### config.mk
export PLATFORM = sky130hd
export DESIGN_NAME = serial_bit_feeder
export DESIGN_NICKNAME = d
export VERILOG_FILES = /design/src/rtl/serial_bit_feeder.sv
export SDC_FILE = /design/constraint.sdc
export NUM_CORES = 1
export LEC_CHECK = 0
export CORE_MARGIN = 1
export CORE_UTILIZATION = 40
export DETAILED_ROUTE_END_ITERATION = 10
export PLACE_DENSITY = 0.68
export SLEW_MARGIN = 20
export SYNTH_ARGS = -nofsm -noshare
export SYNTH_HDL_FRONTEND = slang
export SYNTH_SLANG_ARGS = --single-unit
### constraint.sdc
create_clock -name clock -period 2.8 [get_ports clock]
set_input_delay 0.28 -clock clock [delete_from_list [all_inputs] [get_ports clock]]
set_output_delay 0.28 -clock clock [all_outputs]
set_load 0.02 [all_outputs]
### src/rtl/serial_bit_feeder.sv
// serial_bit_feeder: parallel-to-serial stage feeding the sequence detector.
// Accepts WIDTH-bit words over valid/ready and emits one registered bit per
// clock. Back-to-back words come out as a gapless stream.
// Optional build macro SER_PARITY_EN appends an even-parity bit to each word.
//
// state | meaning
// IDLE  | no word in flight, ser_valid low, ready for a load
// SHIFT | a frame is on ser_out, one bit per clock
module serial_bit_feeder #(
    parameter int WIDTH     = 8,
    parameter bit MSB_FIRST = 1'b1
) (
    input  logic             clock,
    input  logic             reset,
    input  logic [WIDTH-1:0] load_data,
    input  logic             load_valid,
    output logic             load_ready,
    output logic             ser_out,
    output logic             ser_valid,
    output logic             busy,
    output logic             word_done
);

`ifdef SER_PARITY_EN
    localparam int FRAME = WIDTH + 1;
`else
    localparam int FRAME = WIDTH;
`endif
    localparam int CW = $clog2(FRAME);
    // LAST is the counter value while the final bit of a frame is on ser_out;
    // PRE is the value one bit earlier, so word_done lands with the last bit.
    localparam logic [CW-1:0] LAST = CW'(FRAME - 1);
    localparam logic [CW-1:0] PRE  = CW'(FRAME - 2);
    localparam logic [CW-1:0] ONE  = CW'(1);

    typedef enum logic {IDLE, SHIFT} state_t;

    state_t           state;
    logic [WIDTH-1:0] shreg;
    logic [CW-1:0]    cnt;
    logic             accept;
    logic             head_load;
    logic             head_shreg;
    logic             next_bit;
    logic [WIDTH-1:0] load_rest;
    logic [WIDTH-1:0] shreg_rest;

    // Ready while idle or while the final bit of the current frame is shown,
    // which lets the next word follow without a bubble.
    assign load_ready = (state == IDLE) || ((state == SHIFT) && (cnt == LAST));
    assign accept     = load_valid && load_ready;

    // Head bit and remaining bits for both the incoming word and the register.
    always_comb begin
        if (MSB_FIRST) begin
            head_load  = load_data[WIDTH-1];
            load_rest  = load_data << 1;
            head_shreg = shreg[WIDTH-1];
            shreg_rest = shreg << 1;
        end else begin
            head_load  = load_data[0];
            load_rest  = load_data >> 1;
            head_shreg = shreg[0];
            shreg_rest = shreg >> 1;
        end
    end

`ifdef SER_PARITY_EN
    logic par;

    // Parity of the accepted word, shown after its last data bit.
    always_ff @(posedge clock) begin
        if (reset)
            par <= 1'b0;
        else if (accept)
            par <= ^load_data;
    end

    // After the last data bit the parity bit takes the serial slot.
    always_comb begin
        next_bit = head_shreg;
        if (cnt == PRE)
            next_bit = par;
    end
`else
    // Without parity every slot carries a data bit.
    always_comb begin
        next_bit = head_shreg;
    end
`endif

    // Frame sequencer: load, shift one bit per clock, reload or go idle.
    always_ff @(posedge clock) begin
        if (reset) begin
            state     <= IDLE;
            shreg     <= '0;
            cnt       <= '0;
            ser_out   <= 1'b0;
            ser_valid <= 1'b0;
            busy      <= 1'b0;
            word_done <= 1'b0;
        end else if (accept) begin
            state     <= SHIFT;
            shreg     <= load_rest;
            cnt       <= '0;
            ser_out   <= head_load;
            ser_valid <= 1'b1;
            busy      <= 1'b1;
            word_done <= 1'b0;
        end else if ((state == SHIFT) && (cnt != LAST)) begin
            cnt       <= cnt + ONE;
            shreg     <= shreg_rest;
            ser_out   <= next_bit;
            word_done <= (cnt == PRE);
        end else begin
            state     <= IDLE;
            cnt       <= '0;
            ser_out   <= 1'b0;
            ser_valid <= 1'b0;
            busy      <= 1'b0;
            word_done <= 1'b0;
        end
    end

endmodule

==> run summary <==
The run finished with clean final reports. After layout, the worst path uses 75.8% of the clock period. For this run, the detailed router's first-pass iteration total came to 2. In this run the tool buffered the top-level ports with 15 buffer cells.

STA classifies the critical path startpoint as a flip-flop. In this run the static leakage power is 0.302 nW. The overflow left after global routing is 0. Library cell contributing the largest single delay on the critical path: sky130_fd_sc_hd__clkdlybuf4s50_1.

TritonCTS built the clock tree. Type of the worst setup path: flip-flop to output pin. Global routing used 15.4% of the available tracks across all layers. For the violation count after the first detailed-routing iteration, the log shows 1.

Class of the worst hold path: flip-flop to flip-flop. From bottom edge to top edge, the die measures 40.1 um. The full die area is 0.00161 sq mm, and the number of hold violations in the final report is 0.

TritonCTS created 3 clock buffers. At the end of routability-driven placement, the weighted congestion stood at 0.622. Yosys printed 0 warnings.

The post-synthesis sequential element count was 13. The proportion of layout cells with a drive suffix above 1 came out at 17.6%. Data arrival time at the worst-slack endpoint: 1.84 ns. The maximum number of pins on one net before global-route repair is 19. After synthesis, the mean cell area works out to 11.0 sq um.

For the pin with the worst max-slew slack, the measured transition is 0.609 ns. The post-synthesis instance area is 582 sq um. The setup clock skew after layout came out at 0.00146 ns.

Summed over all failing endpoints, the final setup total negative slack is 0 ns. For the number of routed nets with antenna violations, the log shows 0. For this run, the top clock speed supported by timing is 471 MHz. STA puts the critical path data required time at 2.52 ns. The tool flagged a number of max-cap violations equal to 0.

The clock drives 13 sinks. The initial core utilization was 43.6%. The tightest slew margin relative to the limit was 59.3%; the number of instances resized during post-cts repair was 0.

The number of setup buffers added after CTS was 0; the wire length per cell was 11.8 um. The total of hold buffers inserted after clock tree synthesis is 0. Number of diodes: 0. For the sum of net half-perimeters after detailed placement, the log shows 697 um. The run gives 353 as the number of global-route vias before repair. 16 I/O pins were placed. Compared with the post-synthesis result, the final layout area differs by 27.5%. Cells fill 55.6% of the core in the end. At the end of the flow, the number of nets in the layout was 83. The run gives 44.7% as the sequential cell area fraction in the yosys report.

The critical path goes through ha_1, ha_1, nor2b_4, inv_4, clkdlybuf4s50_1. Row generation in the floorplan step produced 13 rows. The overall via count from detail_route is 409. The run gives 18 as the count of different cell masters after synthesis.

The clock period could shrink to 2.12 ns. The post-CTS clock slew at the launch and capture registers of the worst setup and hold paths is 0.08 ns. Largest fanout on the critical path: 18. The later pin in the worst-skew pair is clocked with a latency of 0.27 ns. IR analysis of the VDD net gives a maximum drop of 0.000279 V. The run gives 0 as the initial antenna violation count. Setup repair after global routing left no endpoint under its margin. For the core footprint, the log shows 0.00133 sq mm. The biggest cell delay along the critical path works out to 0.55 ns. For this block, the routed nets add up to 977 um of wire. The kind of end point of the critical path is an output pin. Counting every net in the synthesized netlist gives 67.

Setup violations remaining at the end of the flow were counted as 0. The die outline width works out to 40.1 um. The cell count after synthesis came out at 53. The number of max-slew violations in the final report is 0, and the number of buffers on the longest clock path is 2. Master cell of the clock root buffer: sky130_fd_sc_hd__clkbuf_4. For this run, design rule violations remaining after detail routing come to 0.

The first global-routing pass estimated 1520 um of wire. The tools report the number of H-tree branching levels as 1. Counting stages on the worst path, the most repeated cell is sky130_fd_sc_hd__ha_1.

In this run the power density over the cells is 516 mW/mm^2. Average via count per standard cell: 4.93.
==> cell type report <==
| class | instances | area (sq um) |
|---|---|---|
| Clock buffer | 4 | 26.3 |
| Timing Repair Buffer | 15 | 150 |
| Fill cell | 126 | 592 |
| Multi-Input combinational cell | 34 | 277 |
| Tap cell | 15 | 18.8 |
| Sequential cell | 13 | 260 |
| Inverter | 2 | 10.0 |
==> layer usage <==
metal | vias to the layer above | share of wire (%) | global-route usage, %
met4 | 0 | 2.8 | 15.5
met2 | 13 | 47 | 23.0
met1 | 178 | 45 | 16.5
met5 | - | 0 | 0
met3 | 4 | 5.6 | 5.00
li1 | 214 | - | -
==> where the power goes <==
part | internal, mW | total (mW) | switching (mW)
Sequential | 0.196 | 0.202 | 0.00578
Clock | 0.0552 | 0.117 | 0.0615
Combinational | 0.0341 | 0.0647 | 0.0306
==> Yosys cell counts <==
cell / instances / share of area [%]
sky130_fd_sc_hd__nand3_1: 1 / 0.86
sky130_fd_sc_hd__mux2i_1: 7 / 12
sky130_fd_sc_hd__buf_2: 1 / 0.86
sky130_fd_sc_hd__a211oi_2: 5 / 11
sky130_fd_sc_hd__ha_1: 3 / 6.5
sky130_fd_sc_hd__nor3b_2: 1 / 2.2
sky130_fd_sc_hd__nand2_1: 2 / 1.3
sky130_fd_sc_hd__nor3_1: 3 / 2.6
sky130_fd_sc_hd__buf_4: 1 / 1.3
sky130_fd_sc_hd__inv_1: 1 / 0.64
sky130_fd_sc_hd__dfxtp_1: 13 / 45
sky130_fd_sc_hd__nor2b_4: 1 / 2.4
sky130_fd_sc_hd__nor2_1: 8 / 5.2
sky130_fd_sc_hd__a211oi_1: 1 / 1.3
sky130_fd_sc_hd__nor3_2: 1 / 1.7
sky130_fd_sc_hd__a21oi_1: 1 / 0.86
sky130_fd_sc_hd__buf_6: 2 / 3.9
sky130_fd_sc_hd__inv_4: 1 / 1.1
==> per-stage QoR <==
| step | cell area [sq um] | power [mW] | setup WS [ns] | cells | hold slack [ns] |
|---|---|---|---|---|---|
| finish | 742 | 0.383 | 0.677 | 83 | 0.462 |
| floorplan | 582 | 0.249 | 1.45 | 53 | 0.349 |
| CTS | 742 | 0.392 | 0.648 | 83 | 0.468 |
| global placement | 716 | 0.270 | 0.990 | 79 | 0.443 |
| detailed placement | 716 | 0.271 | 0.967 | 79 | 0.456 |
| global route | 742 | 0.405 | 0.566 | 83 | 0.486 |
==> state kept, by name, summed over array words and instances, names as in the netlist <==
register	flops
state	1
cnt	3
word_done	1
shreg	7
ser_out	1
==> cells by family after synthesis <==
family / Yosys count / synth area share, %
buffers and inverters: 6 / 7.74
multiplexers: 7 / 12.0
adder cells (fa/ha/maj): 3 / 6.45
AND/OR/NAND/NOR: 17 / 16.1
flip-flops: 13 / 44.7
AO/OA/AOI/OAI: 7 / 12.9
==> worst max-delay path: cells and delay by family, from the launching register on <==
family | cells | cell delay (ns)
adder cells (fa/ha/maj) | 2 | 0.41
buffers and inverters | 2 | 0.67
AND/OR/NAND/NOR | 1 | 0.17
flip-flops | 1 | 0.33
==> final timing paths <==
check	startpoint	end	slack [ns]	depth (start not counted)
worst max register to register	cnt[0]	shreg[6]	1.47	6
worst min-delay path	cnt[2]	word_done	0.46	2
worst max-delay path	cnt[0]	load_ready	0.68	5
worst min register to register	cnt[2]	word_done	0.46	2
==> placed cells by master, fill, tap and decap left out, drive strengths merged <==
cell,Yosys,layout
nor2b,1,1
a21oi,1,1
mux2i,7,7
a211oi,6,6
nand2,2,2
clkbuf,0,4
nand3,1,1
nor2,8,8
nor3b,1,1
clkdlybuf4s50,0,15
nor3,4,4
dfxtp,13,13
ha,3,3
inv,2,2
Power figures use the tool's default switching activity.
